<file path="src/rtl/led_pwm_ctrl_pkg.sv">
// Shared definitions for the LED PWM peripheral: register addresses,
// duty-write index field position and the per-channel mode encoding.
package led_pkg;

    typedef logic [1:0] reg_addr_t;

    localparam reg_addr_t ADDR_LED   = 2'd0;
    localparam reg_addr_t ADDR_MODE  = 2'd1;
    localparam reg_addr_t ADDR_DUTY  = 2'd2;
    localparam reg_addr_t ADDR_BLINK = 2'd3;

    localparam int DUTY_IDX_MSB = 15;
    localparam int DUTY_IDX_LSB = 12;
    localparam int DUTY_IDX_W   = DUTY_IDX_MSB - DUTY_IDX_LSB + 1;

    typedef logic [DUTY_IDX_W-1:0] duty_idx_t;

    typedef enum logic {
        MODE_STATIC = 1'b0,
        MODE_PWM    = 1'b1
    } led_mode_e;

endpackage

</file>
<file path="src/rtl/led_pwm_ctrl_if.sv">
// d16 I/O bus slice seen by the LED peripheral: select, direction,
// word address, write data and registered read data.
interface led_pwm_ctrl_if;
    import led_pkg::*;

    logic        en;
    logic        wr_en;
    reg_addr_t   addr;
    logic [15:0] data;
    logic [15:0] data_out;

    modport master (output en, wr_en, addr, data, input data_out);
    modport slave  (input en, wr_en, addr, data, output data_out);

endinterface

</file>
<file path="src/rtl/led_pwm_chan.sv">
// One LED channel: combines static enable, PWM compare and blink gate
// into a registered pin drive.
module led_pwm_chan
    import led_pkg::*;
#(
    parameter int PWM_BITS = 8
) (
    input  logic                clk,
    input  logic                rst,
    input  logic [PWM_BITS-1:0] duty,
    input  led_mode_e           mode,
    input  logic                on,
    input  logic                gate,
    input  logic [PWM_BITS-1:0] pwm_cnt,
    output logic                led
);

    logic pwm_on;

    // Duty 0 never matches, full-scale duty drops exactly one count per period.
    assign pwm_on = (mode == MODE_PWM) ? (pwm_cnt < duty) : 1'b1;

    always_ff @(posedge clk) begin
        if (rst) begin
            led <= 1'b0;
        end else begin
            led <= on & pwm_on & gate;
        end
    end

endmodule

</file>
<file path="src/rtl/led_pwm_ctrl.sv">
// Memory-mapped LED peripheral: static mask, per-channel PWM and readback.
// Define LED_BLINK_EN to build the blink mask register and its prescaler.
module led_pwm_ctrl
    import led_pkg::*;
#(
    parameter int NUM_LEDS       = 8,
    parameter int PWM_BITS       = 8,
    parameter int BLINK_DIV_LOG2 = 22
) (
    input  logic                clk,
    input  logic                rst,
    led_pwm_ctrl_if.slave       bus,
    output logic [NUM_LEDS-1:0] led_out
);

    logic [NUM_LEDS-1:0] led_reg;
    logic [NUM_LEDS-1:0] mode_reg;
    logic [NUM_LEDS-1:0] blink_gate;
    logic [NUM_LEDS-1:0] blink_rd;
    logic [PWM_BITS-1:0] duty_reg [NUM_LEDS];
    logic [PWM_BITS-1:0] duty_rd;
    logic [PWM_BITS-1:0] pwm_cnt;
    duty_idx_t           duty_idx;
    duty_idx_t           wr_idx;
    logic [15:0]         rd_word;
    logic                wr_stb;
    logic                rd_stb;
    logic                idx_ok;
    logic                unused_bits;

    assign wr_stb = bus.en & bus.wr_en;
    assign rd_stb = bus.en & ~bus.wr_en;
    assign wr_idx = bus.data[DUTY_IDX_MSB:DUTY_IDX_LSB];
    assign idx_ok = (32'(wr_idx) < NUM_LEDS);

    // Upper data bits beyond the configured widths are don't-care.
    assign unused_bits = ^{bus.data, BLINK_DIV_LOG2[0]};

    always_ff @(posedge clk) begin
        if (rst) begin
            led_reg  <= '0;
            mode_reg <= '0;
            duty_idx <= '0;
            // NOTE: the duty array is cleared explicitly; it is a handful of flops, not a RAM.
            for (int i = 0; i < NUM_LEDS; i++) begin
                duty_reg[i] <= '0;
            end
        end else if (wr_stb) begin
            case (bus.addr)
                ADDR_LED:  led_reg  <= bus.data[NUM_LEDS-1:0];
                ADDR_MODE: mode_reg <= bus.data[NUM_LEDS-1:0];
                ADDR_DUTY: begin
                    if (idx_ok) begin
                        duty_idx <= wr_idx;
                        for (int i = 0; i < NUM_LEDS; i++) begin
                            if (wr_idx == duty_idx_t'(i)) begin
                                duty_reg[i] <= bus.data[PWM_BITS-1:0];
                            end
                        end
                    end
                end
                default: ;
            endcase
        end
    end

    always_comb begin
        // NOTE: every output gets a default first so no path through this block infers a latch.
        duty_rd = '0;
        rd_word = '0;
        for (int i = 0; i < NUM_LEDS; i++) begin
            if (duty_idx == duty_idx_t'(i)) begin
                duty_rd = duty_reg[i];
            end
        end
        case (bus.addr)
            ADDR_LED:   rd_word[NUM_LEDS-1:0] = led_reg;
            ADDR_MODE:  rd_word[NUM_LEDS-1:0] = mode_reg;
            ADDR_DUTY:  rd_word[PWM_BITS-1:0] = duty_rd;
            ADDR_BLINK: rd_word[NUM_LEDS-1:0] = blink_rd;
        endcase
    end

    always_ff @(posedge clk) begin
        if (rst) begin
            bus.data_out <= '0;
        end else if (rd_stb) begin
            bus.data_out <= rd_word;
        end
    end

    // NOTE: state uses non-blocking assignment so every flop samples pre-edge values.
    always_ff @(posedge clk) begin
        if (rst) begin
            pwm_cnt <= '0;
        end else begin
            pwm_cnt <= pwm_cnt + PWM_BITS'(1);
        end
    end

`ifdef LED_BLINK_EN
    logic [NUM_LEDS-1:0]       blink_reg;
    logic [BLINK_DIV_LOG2-1:0] blink_presc;
    logic                      blink_phase;

    always_ff @(posedge clk) begin
        if (rst) begin
            blink_reg   <= '0;
            blink_presc <= '0;
            blink_phase <= 1'b1;
        end else begin
            blink_presc <= blink_presc + BLINK_DIV_LOG2'(1);
            if (&blink_presc) begin
                blink_phase <= ~blink_phase;
            end
            if (wr_stb && bus.addr == ADDR_BLINK) begin
                blink_reg <= bus.data[NUM_LEDS-1:0];
            end
        end
    end

    assign blink_gate = ~blink_reg | {NUM_LEDS{blink_phase}};
    assign blink_rd   = blink_reg;
`else
    assign blink_gate = '1;
    assign blink_rd   = '0;
`endif

    for (genvar g = 0; g < NUM_LEDS; g++) begin : g_chan
        led_pwm_chan #(
            .PWM_BITS (PWM_BITS)
        ) u_chan (
            .clk     (clk),
            .rst     (rst),
            .duty    (duty_reg[g]),
            .mode    (led_mode_e'(mode_reg[g])),
            .on      (led_reg[g]),
            .gate    (blink_gate[g]),
            .pwm_cnt (pwm_cnt),
            .led     (led_out[g])
        );
    end

endmodule

</file>
<file path="src/flat_wrapper.sv">
// flat-port wrapper written by rule: the top's interface ports become plain ports
module led_pwm_ctrl_flat import led_pkg::*;
#(
    parameter int NUM_LEDS       = 8,
    parameter int PWM_BITS       = 8,
    parameter int BLINK_DIV_LOG2 = 22
)
  (clk, rst, led_out, bus_en, bus_wr_en, bus_addr, bus_data, bus_data_out);
  led_pwm_ctrl_if bus_i ();
  input  logic clk;
  input  logic rst;
  output logic [NUM_LEDS-1:0] led_out;
  input wire logic [$bits(bus_i.en)-1:0] bus_en;
  input wire logic [$bits(bus_i.wr_en)-1:0] bus_wr_en;
  input wire logic [$bits(bus_i.addr)-1:0] bus_addr;
  input wire logic [$bits(bus_i.data)-1:0] bus_data;
  output wire logic [$bits(bus_i.data_out)-1:0] bus_data_out;
  assign bus_i.en = bus_en;
  assign bus_i.wr_en = bus_wr_en;
  assign bus_i.addr = bus_addr;
  assign bus_i.data = bus_data;
  assign bus_data_out = bus_i.data_out;
  led_pwm_ctrl #(.NUM_LEDS(NUM_LEDS), .PWM_BITS(PWM_BITS), .BLINK_DIV_LOG2(BLINK_DIV_LOG2)) u_core (.clk(clk), .rst(rst), .bus(bus_i), .led_out(led_out));
endmodule
</file>
<file path="config.mk">
export PLATFORM = sky130hd
export DESIGN_NAME = led_pwm_ctrl_flat
export DESIGN_NICKNAME = d
export VERILOG_FILES = /design/src/rtl/led_pwm_ctrl_pkg.sv /design/src/rtl/led_pwm_ctrl_if.sv /design/src/rtl/led_pwm_chan.sv /design/src/rtl/led_pwm_ctrl.sv /design/src/flat_wrapper.sv
export SDC_FILE = /design/constraint.sdc
export NUM_CORES = 1
export LEC_CHECK = 0
export BUFFER_PORTS_ARGS = -buffer_cell sky130_fd_sc_hd__clkbuf_2
export CAP_MARGIN = 5
export CORE_ASPECT_RATIO = 1.75
export CORE_MARGIN = 1
export CORE_UTILIZATION = 55
export DETAILED_ROUTE_END_ITERATION = 10
export MAX_ROUTING_LAYER = met4
export PLACE_DENSITY_LB_ADDON = 0.15
export SLEW_MARGIN = 20
export SYNTH_ARGS = -nofsm -noshare
export SYNTH_HDL_FRONTEND = slang
export SYNTH_SLANG_ARGS = --single-unit
</file>
<file path="constraint.sdc">
create_clock -name clk -period 2.4 [get_ports clk]
set_input_delay 0.12 -clock clk [delete_from_list [all_inputs] [get_ports clk]]
set_output_delay 0.12 -clock clk [all_outputs]
set_load 0.1 [all_outputs]
</file>
Word level (Yosys, flattened, before mapping)
Memory sizes are Yosys's and may differ from the RTL's.
Index checks and enable logic that the tools add are counted.
{"block": "op_classes", "add_sub_neg": 1, "shift": 0, "mux": 75, "order_cmp": 9, "n_reduce_logical": 6, "div_mod_pow": 0, "eq_ne": 17, "mul": 0, "bitwise": 19}
{"op": "$mux W8", "count": 16}
{"op": "$lt A8 B8 Y1", "count": 8}
{"op": "$mux W1", "count": 58}
{"op": "$eq A4 B3 Y1 const B", "count": 8}
{"op": "$pmux W8 S4", "count": 1}
{"op": "$eq A4 B2 Y1 const B", "count": 4}
{"op": "$and A1 B1 Y1", "count": 10}
{"op": "$add A8 B1 Y8 const B", "count": 1}
{"op": "$eq A4 B1 Y1 const B", "count": 2}
{"op": "$logic_not A4 Y1", "count": 2}
{"op": "$or A1 B1 Y1", "count": 8}
{"op": "$eq A2 B2 Y1 const B", "count": 2}
{"op": "$lt A4 B4 Y1 const B", "count": 1}
{"op": "$reduce_and A2 Y1", "count": 2}
{"op": "$reduce_and A3 Y1", "count": 1}
{"op": "$eq A2 B1 Y1 const B", "count": 1}
{"op": "$logic_not A2 Y1", "count": 1}
{"op": "$not A1 Y1", "count": 1}
{"block": "totals", "memories": 1, "inputBits": 22, "romBits": 0, "ram_bits": 64, "out_inout_bits": 24, "register_bits": 44, "word_cells": 141, "latch_bits": 0}
{"name": "u_core.duty_reg", "depth": 8, "width": 8, "read_ports": 8, "rd_clocked_by_memory_dff": 0, "wr": 8, "line": "led_pwm_ctrl.sv:20", "text": "logic [PWM_BITS-1:0] duty_reg [NUM_LEDS];"}

Logic depth before layout (Yosys ltp)
{"block": "depth", "ltp_word": 10, "depth_mapped": 7, "ltp_nobuf": 6}

Modules after synthesis
From an unflattened synthesis, not the netlist that was laid out.
{"block": "hier_totals", "cells_unflattened": 644, "area_unflattened_um2": 6238.5}
{"module": "led_pwm_ctrl", "cells_each": 428, "n_inst": 1, "area_each_um2": 4556.9}
{"module": "led_pwm_chan", "cells_each": 27, "n_inst": 8, "area_each_um2": 210.2}

Least setup slack after synthesis
Ideal clock, no wire load.
{"block": "synth_path", "kind": "in2reg", "startpoint": "in bus_addr[0]", "endpoint": "mem u_core.duty_reg[3][0], in the netlist u_core.duty_reg[0][24] (enable)", "cell_stages": 6, "setup_time_ns": 0.334, "setup_slack_ns": 0.854, "arrival_ns": 1.212, "path_buffers": 1, "required_time_ns": 2.066, "path_cell_list": "nand2b_1 nor3_2 and2_1 buf_4 nand2_2 nand2b_1"}
{"item": "start, declared", "line": "flat_wrapper.sv:15", "text": "input wire logic [$bits(bus_i.addr)-1:0] bus_addr;"}
{"item": "end, declared", "line": "led_pwm_ctrl.sv:20"}

Worst setup path in the final report
{"block": "layout_path", "startpoint": "reg u_core.duty_idx[0]", "endpoint": "reg u_core.bus.data_out[3]"}
{"block": "layout_via", "elab_chain_len": 10, "elab_cells_between_ends": 17}
{"item": "start, declared", "line": "led_pwm_ctrl.sv:23", "text": "duty_idx_t duty_idx;"}
{"item": "start signal, assigned", "line": "led_pwm_ctrl.sv:54", "text": "duty_idx <= wr_idx;"}
{"item": "$logic_not A4 Y1", "line": "led_pwm_ctrl.sv:72", "text": "if (duty_idx == duty_idx_t'(i)) begin"}
{"item": "$mux W8 (7 in series)", "line": "led_pwm_ctrl.sv:72"}
{"item": "$mux W8 (*)", "line": "led_pwm_ctrl.sv:72"}
{"item": "$pmux W8 S4 (*)", "line": "led_pwm_ctrl.sv:76", "text": "case (bus.addr)"}
{"item": "end signal, assigned", "line": "led_pwm_ctrl.sv:88", "text": "bus.data_out <= rd_word;"}
{"item": "end, declared", "line": "led_pwm_ctrl_if.sv:13", "text": "modport slave (input en, wr_en, addr, data, output data_out);"}
Every way passes the cells marked *; elsewhere a longest branch is shown, timed or not.
A chain may end at the register's enable or synchronous reset.

==> impl_metrics.json <==
{
  "p_clk_frac": 0.359,
  "status": "completed",
  "synth_edf_count": 64,
  "drc_errors": 0,
  "synth_cell_type_count": 52,
  "fillers": 997,
  "ctsResizeCount": 0,
  "grt_usage": 0.330,
  "clk_latency_ns": 0.36,
  "critPathTopFamily": "flip-flops",
  "seq_area_frac_synth": 0.449,
  "p_sw_w": 0.00120,
  "routabilityCongestion": 0.975,
  "hold_violations": 0,
  "yosys_warnings": 0,
  "period_share": 0.841,
  "ant_nets": 0,
  "vias": 4929,
  "holdPathStages": 3,
  "cts_buffers": 9,
  "ys.flop_type": "edfxtp_1",
  "synth_common_cells": "nor2_1, inv_1, edfxtp_1",
  "crit_slowest_cell": "dfxtp_1",
  "io_buffers": 33,
  "yosysMostFrequentCell": "nor2_1",
  "utilization": 0.611,
  "vias_per_cell": 6.00,
  "num_rows": 51,
  "grt_max_degree": 42,
  "synthTopCellsByArea": "edfxtp_1, dfxtp_1, ha_1",
  "clkSinkCount": 108,
  "drive_gt1_frac": 0.112,
  "area_delta_synth_final_pct": 8.76,
  "synth-seq-cells": 108,
  "synthCells": 656,
  "dr.pass1.iters": 6,
  "cp-end-kind": "register",
  "worst_slew_pin_slew_ns": 0.835,
  "critPathKind": "register to register",
  "overflow": 0,
  "skew_ns": 0.0141,
  "syn_avg_cell_area_um2": 9.51,
  "cts_hold_buf": 0,
  "ctsHtreeMaxLevel": 3,
  "intPower_w": 0.00293,
  "timing.max_cap.violations": 0,
  "cp-start-kind": "register",
  "first_iter_violations": 266,
  "clock_path_buffers": 2,
  "cp.depth": 6,
  "ff2ff_path_depth": 6,
  "grt_pass1_wl_um": 26200,
  "crit_end": "u_core.bus.data_out[3]",
  "hp-class": "primary input to register",
  "path_buf_inv": 1,
  "io_pins": 46,
  "cts_tree": "yes",
  "die-area_um2": 11800,
  "largest_register_ffs": 64,
  "synth_largest_area_cell": "edfxtp_1",
  "grt_antenna_before_repair": 0,
  "relSlewSlack": 0.443,
  "rr_endpoint": "u_core.bus.data_out[3]",
  "diodes": 0,
  "critPathArrivalTime_ns": 2.26,
  "cts_setup_buffers": 0,
  "rsz0062_at_grt": "no",
  "whs_ns": 0.00101,
  "vdd_ir_drop_max_uv": 540,
  "cp.required_ns": 2.64,
  "switching_share": 0.291,
  "crit_start": "u_core.duty_idx[0]",
  "syn_area_um2": 6240,
  "wl_per_cell_um": 21.4,
  "drv_slew": 0,
  "power_density_nw_per_um2": 609,
  "dp_hpwl_um": 13200,
  "crit_fanout": 26,
  "clockRootBuffer": "clkbuf_16",
  "coreArea_um2": 11100,
  "comb_power_share": 0.126,
  "die_w_um": 82.5,
  "synthArstFlopShare": 0,
  "wirelength_um": 17600,
  "nets": 764,
  "path_cells": "buf_12, mux2i_1, o21a_1, o221ai_1, a21oi_1, nor3_1",
  "pwr-share-seq": 0.514,
  "leakage_nw": 2.84,
  "synth_top_area_frac": 0.308,
  "clkTransAtPathRegs_ns": 0.09,
  "fin_crit_ns": 2.02,
  "grt_pass1_vias": 4890,
  "r2r_slack_ns": 0.38,
  "setup_tns_ns": 0,
  "start_util": 0.562,
  "clock.fmax_mhz": 496,
  "critPathMaxStageDelay_ns": 0.65,
  "r2r_start": "u_core.duty_idx[0]",
  "chipHeight_um": 143,
  "setup_viol": 0
}
## per-layer routing
layer | track usage | up-vias | part of all wire
met4 | 0.203 | 0 | 0.066
met1 | 0.358 | 2351 | 0.37
li1 | - | 2332 | -
met5 | - | - | 0
met2 | 0.554 | 174 | 0.51
met3 | 0.0447 | 72 | 0.049
## kinds of logic after synthesis
group           count (synthesis)  share of synthesized area
fa+ha+maj                      57                      0.114
flops                         108                      0.449
buf+inv                       113                     0.0822
xor+xnor                        6                    0.00842
other cells                     1                   0.000601
compound gates                144                      0.147
mux                            18                     0.0311
simple gates                  209                      0.167
## how the worst min path moves through the flow
| stage | from | end | slack, ns |
|---|---|---|---|
| 2_1_floorplan | bus_data[0] | u_core.mode_reg[0] | 0.26 |
| 3_3_place_gp | bus_data[7] | u_core.mode_reg[7] | 0.38 |
| 3_5_place_dp | bus_data[7] | u_core.mode_reg[7] | 0.38 |
| 4_1_cts | bus_data[7] | u_core.led_reg[7] | 0.002 |
| 5_1_grt | bus_data[7] | u_core.mode_reg[7] | 0.02 |
| 6_report | bus_data[6] | u_core.mode_reg[6] | 0.001 |
## power groups by stage
stage	logic [W]	registers (W)	clock network, W
finish	0.000523	0.00212	0.00148
CTS	0.000522	0.00212	0.00149
global route	0.000569	0.00213	0.00156
detailed placement	0.000519	0.00217	0
floorplan	0.000337	0.00218	0
global placement	0.000506	0.00216	0
## per-stage QoR
step / instances / total power, W / cell area (um2) / worst slack [ns]
2_1_floorplan: 663 / 0.00252 / 6260 / 0.854
3_3_place_gp: 806 / 0.00267 / 6500 / 0.472
5_1_grt: 822 / 0.00426 / 6790 / 0.293
4_1_cts: 822 / 0.00413 / 6790 / 0.462
3_5_place_dp: 806 / 0.00268 / 6500 / 0.397
6_report: 822 / 0.00413 / 6790 / 0.382
## worst min-delay path, delay by kind of cell
family | cells | cell delay [ns]
AOI/OAI and AO/OA | 1 | 0.05
and+or+nand+nor | 1 | 0.05
buffers and inverters | 1 | 0.10
## area by class of cell
type	count	area [um2]	area share
clock buffers	9	225	0.0332
well taps	132	165	0.0243
multi-input cells	442	2950	0.435
inverters	75	282	0.0415
flip-flops and latches	108	2800	0.413
clock inverters	7	63.8	0.00940
repair buffers	49	298	0.0439
## layout by cell type (no fill, tap or decap), types with 2 or more instances in the layout
| cell | instances |
|---|---|
| a21boi_0 | 13 |
| a21oi_1 | 46 |
| a22o_1 | 5 |
| a2bb2oi_1 | 2 |
| a31o_1 | 2 |
| and3_1 | 2 |
| buf_4 | 15 |
| clkbuf_16 | 9 |
| clkbuf_2 | 33 |
| conb_1 | 8 |
| dfxtp_1 | 44 |
| edfxtp_1 | 64 |
| ha_1 | 57 |
| inv_1 | 74 |
| inv_6 | 3 |
| inv_8 | 2 |
| mux2i_1 | 16 |
| nand2_1 | 48 |
| nand2_2 | 3 |
| nand2b_1 | 20 |
| nand3_1 | 8 |
| nand3b_1 | 15 |
| nor2_1 | 77 |
| nor2b_1 | 12 |
| nor3_1 | 7 |
| nor3_2 | 2 |
| nor4b_1 | 8 |
| o2111ai_1 | 8 |
| o21a_1 | 5 |
| o21ai_0 | 32 |
| o21ai_1 | 5 |
| o221ai_1 | 13 |
| o22ai_1 | 6 |
| xnor2_1 | 2 |
| xor2_1 | 4 |
Note: power is estimated with default switching activity, not from simulation.
